==> src/rtl/cpu_pkg.sv <==
`default_nettype none
// ============================================================================
//  Module      : cpu_pkg
//  Description : Shared types and constants for the CPU front end:
//                fetch-state encoding, instruction width, jump opcode and
//                the NOP word used to fill bubbles.
//  Revision    : 1.0 - initial release
// ============================================================================
package cpu_pkg;

    localparam int          INSTR_W  = 32;
    localparam logic [5:0]  OPC_J    = 6'b000010;
    localparam logic [31:0] NOP_WORD = 32'h0000_0000;

    // FETCH: request in flight at pc
    // DROP : stale request completing, its data will be thrown away
    // HOLD : fetched word parked in the skid buffer while ID is stalled
    typedef enum logic [1:0] {
        FETCH = 2'd0,
        DROP  = 2'd1,
        HOLD  = 2'd2
    } fetch_state_t;

endpackage
`default_nettype wire

==> src/rtl/fetch_hold_buf.sv <==
`default_nettype none
// ============================================================================
//  Module      : fetch_hold_buf
//  Description : One-entry skid register {valid, instr, pc4} that parks a
//                returned instruction while the ID stage is stalled.
//  Revision    : 1.0 - initial release
// ============================================================================
module fetch_hold_buf
    import cpu_pkg::*;
#(
    parameter int ADDR_W = 32
) (
    input  logic               clk,
    input  logic               rst,
    input  logic               i_load,
    input  logic               i_clear,
    input  logic               i_take,
    input  logic [INSTR_W-1:0] i_instr,
    input  logic [ADDR_W-1:0]  i_pc4,
    output logic               o_valid,
    output logic [INSTR_W-1:0] o_instr,
    output logic [ADDR_W-1:0]  o_pc4
);

    logic               r_valid;
    logic [INSTR_W-1:0] r_instr;
    logic [ADDR_W-1:0]  r_pc4;

    // Clear wins over load; a take simply empties the entry.
    always_ff @(posedge clk) begin
        if (rst || i_clear) begin
            r_valid <= 1'b0;
            r_instr <= NOP_WORD;
            r_pc4   <= '0;
        end else if (i_load) begin
            r_valid <= 1'b1;
            r_instr <= i_instr;
            r_pc4   <= i_pc4;
        end else if (i_take) begin
            r_valid <= 1'b0;
        end
    end

    assign o_valid = r_valid;
    assign o_instr = r_instr;
    assign o_pc4   = r_pc4;

endmodule
`default_nettype wire

==> src/rtl/fetch_redirect_unit.sv <==
`default_nettype none
// ============================================================================
//  Module      : fetch_redirect_unit
//  Description : Instruction-fetch stage. Owns the PC, the single-outstanding
//                instruction-memory handshake and the IF/ID register, and
//                steers the PC on taken branches (EX) and jumps (ID).
//  Revision    : 1.0 - initial release
// ============================================================================
module fetch_redirect_unit
    import cpu_pkg::*;
#(
    parameter int                ADDR_W   = 32,
    parameter logic [ADDR_W-1:0] RESET_PC = '0
) (
    input  logic               clk,
    input  logic               reset,
    input  logic               stall_id,
    input  logic               ex_branch,
    input  logic               ex_reverse,
    input  logic               ex_zero,
    input  logic [ADDR_W-1:0]  ex_target,
    input  logic               id_jump,
    input  logic [ADDR_W-1:0]  id_jump_target,
    output logic               imem_req,
    output logic [ADDR_W-1:0]  imem_addr,
    input  logic               imem_ack,
    input  logic [INSTR_W-1:0] imem_rdata,
    output logic               ifid_valid,
    output logic [INSTR_W-1:0] ifid_instr,
    output logic [ADDR_W-1:0]  ifid_pc4,
    output logic               flush
);

    fetch_state_t       r_state;
    logic [ADDR_W-1:0]  r_pc;
    logic [ADDR_W-1:0]  r_drop_addr;
    logic               r_ifid_valid;
    logic [INSTR_W-1:0] r_ifid_instr;
    logic [ADDR_W-1:0]  r_ifid_pc4;

    logic               w_br_taken;
    logic               w_jmp_taken;
    logic               w_flush;
    logic               w_accept;
    logic [ADDR_W-1:0]  w_target_raw;
    logic [ADDR_W-1:0]  w_target;
    logic [ADDR_W-1:0]  w_pc_plus4;
    logic               w_buf_load;
    logic               w_buf_clear;
    logic               w_buf_take;
    logic               w_buf_valid;
    logic [INSTR_W-1:0] w_buf_instr;
    logic [ADDR_W-1:0]  w_buf_pc4;

    // The EX branch is older than the ID jump, so it takes priority and
    // implicitly kills the jump sitting behind it.
    assign w_br_taken   = ex_branch & (ex_zero ^ ex_reverse);
    assign w_jmp_taken  = id_jump & r_ifid_valid & ~stall_id;
    assign w_flush      = w_br_taken | w_jmp_taken;
    assign w_target_raw = w_br_taken ? ex_target : id_jump_target;
    assign w_target     = {w_target_raw[ADDR_W-1:2], 2'b00};
    assign w_accept     = ~stall_id & ~w_flush;
    assign w_pc_plus4   = r_pc + ADDR_W'(4);

    assign w_buf_load   = (r_state == FETCH) & imem_ack & ~w_flush & stall_id;
    assign w_buf_clear  = (r_state == HOLD) & w_flush;
    assign w_buf_take   = (r_state == HOLD) & w_accept;

    // In DROP the address must stay on the abandoned request until it acks.
    assign imem_req   = ~reset & (r_state != HOLD);
    assign imem_addr  = (r_state == DROP) ? r_drop_addr : r_pc;
    assign flush      = w_flush;
    assign ifid_valid = r_ifid_valid;
    assign ifid_instr = r_ifid_instr;
    assign ifid_pc4   = r_ifid_pc4;

    fetch_hold_buf #(
        .ADDR_W (ADDR_W)
    ) u_hold_buf (
        .clk     (clk),
        .rst     (reset),
        .i_load  (w_buf_load),
        .i_clear (w_buf_clear),
        .i_take  (w_buf_take),
        .i_instr (imem_rdata),
        .i_pc4   (w_pc_plus4),
        .o_valid (w_buf_valid),
        .o_instr (w_buf_instr),
        .o_pc4   (w_buf_pc4)
    );

    // Fetch FSM: PC sequencing, redirects and the outstanding-request tracking.
    always_ff @(posedge clk) begin
        if (reset) begin
            r_state     <= FETCH;
            r_pc        <= RESET_PC;
            r_drop_addr <= RESET_PC;
        end else begin
            if (w_flush) begin
                r_pc <= w_target;
            end
            case (r_state)
                FETCH: begin
                    if (w_flush) begin
                        if (!imem_ack) begin
                            r_state     <= DROP;
                            r_drop_addr <= r_pc;
                        end
                    end else if (imem_ack) begin
                        r_pc <= w_pc_plus4;
                        if (stall_id) begin
                            r_state <= HOLD;
                        end
                    end
                end
                DROP: begin
                    if (imem_ack) begin
                        r_state <= FETCH;
                    end
                end
                HOLD: begin
                    if (w_flush || w_accept) begin
                        r_state <= FETCH;
                    end
                end
                default: begin
                    r_state <= FETCH;
                end
            endcase
        end
    end

    // IF/ID register: flush clears it, stall freezes it, otherwise it takes
    // the fresh word, the parked word, or a bubble.
    always_ff @(posedge clk) begin
        if (reset) begin
            r_ifid_valid <= 1'b0;
            r_ifid_instr <= NOP_WORD;
            r_ifid_pc4   <= '0;
        end else if (w_flush) begin
            r_ifid_valid <= 1'b0;
            r_ifid_instr <= NOP_WORD;
        end else if (w_accept) begin
            if ((r_state == FETCH) && imem_ack) begin
                r_ifid_valid <= 1'b1;
                r_ifid_instr <= imem_rdata;
                r_ifid_pc4   <= w_pc_plus4;
            end else if (r_state == HOLD) begin
                r_ifid_valid <= w_buf_valid;
                r_ifid_instr <= w_buf_instr;
                r_ifid_pc4   <= w_buf_pc4;
            end else begin
                r_ifid_valid <= 1'b0;
                r_ifid_instr <= NOP_WORD;
            end
        end
    end

endmodule
`default_nettype wire

==> config.mk <==
export PLATFORM = sky130hd
export DESIGN_NAME = fetch_redirect_unit
export DESIGN_NICKNAME = d
export VERILOG_FILES = /design/src/rtl/cpu_pkg.sv /design/src/rtl/fetch_hold_buf.sv /design/src/rtl/fetch_redirect_unit.sv
export SDC_FILE = /design/constraint.sdc
export NUM_CORES = 1
export LEC_CHECK = 0
export CORE_MARGIN = 8
export CORE_UTILIZATION = 51
export CTS_BUF_LIST = sky130_fd_sc_hd__clkbuf_2
export DETAILED_ROUTE_END_ITERATION = 7
export PLACE_DENSITY = 0.91
export SLEW_MARGIN = 20
export SYNTH_ARGS = -nofsm -noshare
export SYNTH_HDL_FRONTEND = slang
export SYNTH_SLANG_ARGS = --single-unit
export TNS_END_PERCENT = 20
==> constraint.sdc <==
create_clock -name clk -period 2.9 [get_ports clk]
set_input_delay 0.435 -clock clk [delete_from_list [all_inputs] [get_ports clk]]
set_output_delay 0.435 -clock clk [all_outputs]
set_load 0.005 [all_outputs]
==> flow_summary.toml <==
[setup_path]
critPathLaunchType = "flip-flop"
critPathKind = "reg -> out"
r2r-start = "r_pc[3]"
worstPathArrival_ps = 2410
cp-startpoint = "r_state[1]"
worstPathMaxFanout = 8
critPathRequiredTime_ps = 2470
worstSetupEndpointType = "primary output"

[finish]
drive_gt1_share_pct = 10.2
final_util_pct = 67.4
area_growth_pct = 29.1
stdcell_count = 1506
finalNetCount = 1372
final_cell_area_um2 = 11700
layout_common_cells = "194 x nand2_1, 194 x dfxtp_1, 188 x clkdlybuf4s50_1"

[power]
leakage_nw = 4.24
p_total_mw = 5.57
ir_drop_v = 0.000249
power_density_nw_per_um2 = 476

[timing]
slew_viol_final = 0
fin_crit_sh_pct = 98.2
finalSetupViolations = 0
finalWorstPathRequiredPeriod_ps = 2850
tns_ps = 0
slew_headroom_pct = 63.7
setup_slack_ps = 53.0
finalHoldViolCount = 0
clock_skew_ps = 34.2
holdWs_ps = 116
worst_pin_slew_ps = 545
clock.fmax_ghz = 0.351

[yosys]
synth_top_family_by_area = "simple AND/OR/NAND/NOR gates"
ys_seq_elements = 196
synth_edf_count = 0
syn_nets = 1221
synth_compound_area_share_pct = 18.4
ys.flop_type = "dfxtp_1"
ys_top_cells_by_area = "dfxtp_1 43%, nand2_1 8.1%, a21oi_1 6.3%"
synthMuxAreaShare_pct = 3.97
synth.distinct_cells = 54
syn_area_um2 = 9070
synth_fa_ha_area_share_pct = 0.138
netlist_instances = 1116
yosysTopAreaCellShare_pct = 43.3
synth_simple_gate_area_share_pct = 23.8
synth_xor_area_share_pct = 5.02
avgSynthCellArea_um2 = 8.12
yosysTopAreaCell = "dfxtp_1"
yosysSeqAreaShare_pct = 43.3
yosys_warnings = 0
synthArstFlopShare_pct = 0

[cts]
cts_tree = "built"
cts_root_buffer = "clkbuf_2"
worstSkewPairLatency_ps = 820
path_clk_slew_ps = 280
cts_buffers = 17
htreeDepth = 4
cts_sinks = 196
clk_path_buf_depth = 2

[floorplanning]
start_util_pct = 52.2
die-area_um2 = 22300
core_area_um2 = 17400
die_height_um = 149
rows = 48
die_w_um = 149
ios = 203

[routing]
drtIter0Drc = 880
antenna_left = 0
num_vias = 8901
viasPerCell = 5.91
wl_um = 28500
first_pass_iters = 5
drc = 0
wl_per_cell_um = 18.9

[placed_design]
dp_hpwl_um = 20100
post_dp_cell_area_um2 = 11300
placed_cells = 1468
port_buffers = 198
gp_congestion = 0.971
dp_slack_ps = 298

[grt]
grt_pass1_wl_um = 44300
grt_max_degree = 84
grt-ovfl-total = 0
grt_usage_pct = 24.8
grt_pass1_vias = 8298
antenna_found_initial = 1

[worst_hold_path]
hold_path.startpoint = "ex_target[7]"
hp-class = "in -> reg"

[status]
status = "complete, no violations"

[flow_run]
drv_cap = 0
==> layout make-up <==
class,instances,area (µm²)
Antenna cell,1,2.50
Sequential cell,196,3930
Timing Repair Buffer,244,2510
Inverter,4,15.0
Clock inverter,15,180
Fill cell,1336,5660
Multi-Input combinational cell,804,4690
Tap cell,225,282
Clock buffer,17,85.1
==> cell families after synthesis <==
family,count (synthesis)
buffers and inverters,116
AOI/OAI and AO/OA,257
DFF,196
adders and majority gates,1
and+or+nand+nor,462
muxes,32
xor gates and xnor gates,52
==> report_power, final <==
part           internal (mW)  switching, mW
registers               2.85          0.125
clock network          0.488          0.971
logic                  0.562          0.571
==> path summary, 6_finish.rpt <==
path / to / slack (ps) / depth (start not counted)
max: imem_addr[28] / 50 / 4
min: r_pc[7] / 120 / 3
max reg2reg: ifid_pc4[12] / 490 / 6
min reg2reg: ifid_pc4[0] / 470 / 2
==> cell usage after synthesis (28+ instances only) <==
cell and n:
dfxtp_1 196, clkbuf_1 71, o22ai_1 28, buf_2 29
xnor2_1 29, mux2_2 32, nor3_1 50, and3_1 29
a21oi_1 114, a221oi_1 34, nor2_1 106, nand2_1 195
==> per-layer routing <==
| metal | vias up | track usage, % | share of wire [%] |
|---|---|---|---|
| li1 | 4233 | - | - |
| met1 | 4167 | 32.3 | 41 |
| met2 | 422 | 39.4 | 48 |
| met3 | 79 | 4.70 | 8.5 |
| met4 | 0 | 10.6 | 3.2 |
| met5 | - | 0 | 0 |
==> registers in the layout (all words and copies together) (netlist names) <==
name,cells
ifid_valid,1
ifid_pc4,32
ifid_instr,32
u_hold_buf.o_pc4,32
r_state,2
r_drop_addr,32
r_pc,32
u_hold_buf.o_valid,1
u_hold_buf.o_instr,32
==> critical path, stage by stage, from the launching register on <==
cell	delay, ps
dfxtp_4	410
nand2b_4	190
clkbuf_16	190
mux2_2	350
clkdlybuf4s50_1	460
==> repair_timing <==
action | CTS | global route
resized for setup | 7 | 10
setup endpoints to repair | 32 | 14
gates cloned | 1 | 1
hold buffers | 1 | 0
buffers inserted | 2 | 0
hold endpoints to repair | 8 | 0
Note: power is estimated with default switching activity, not from simulation.
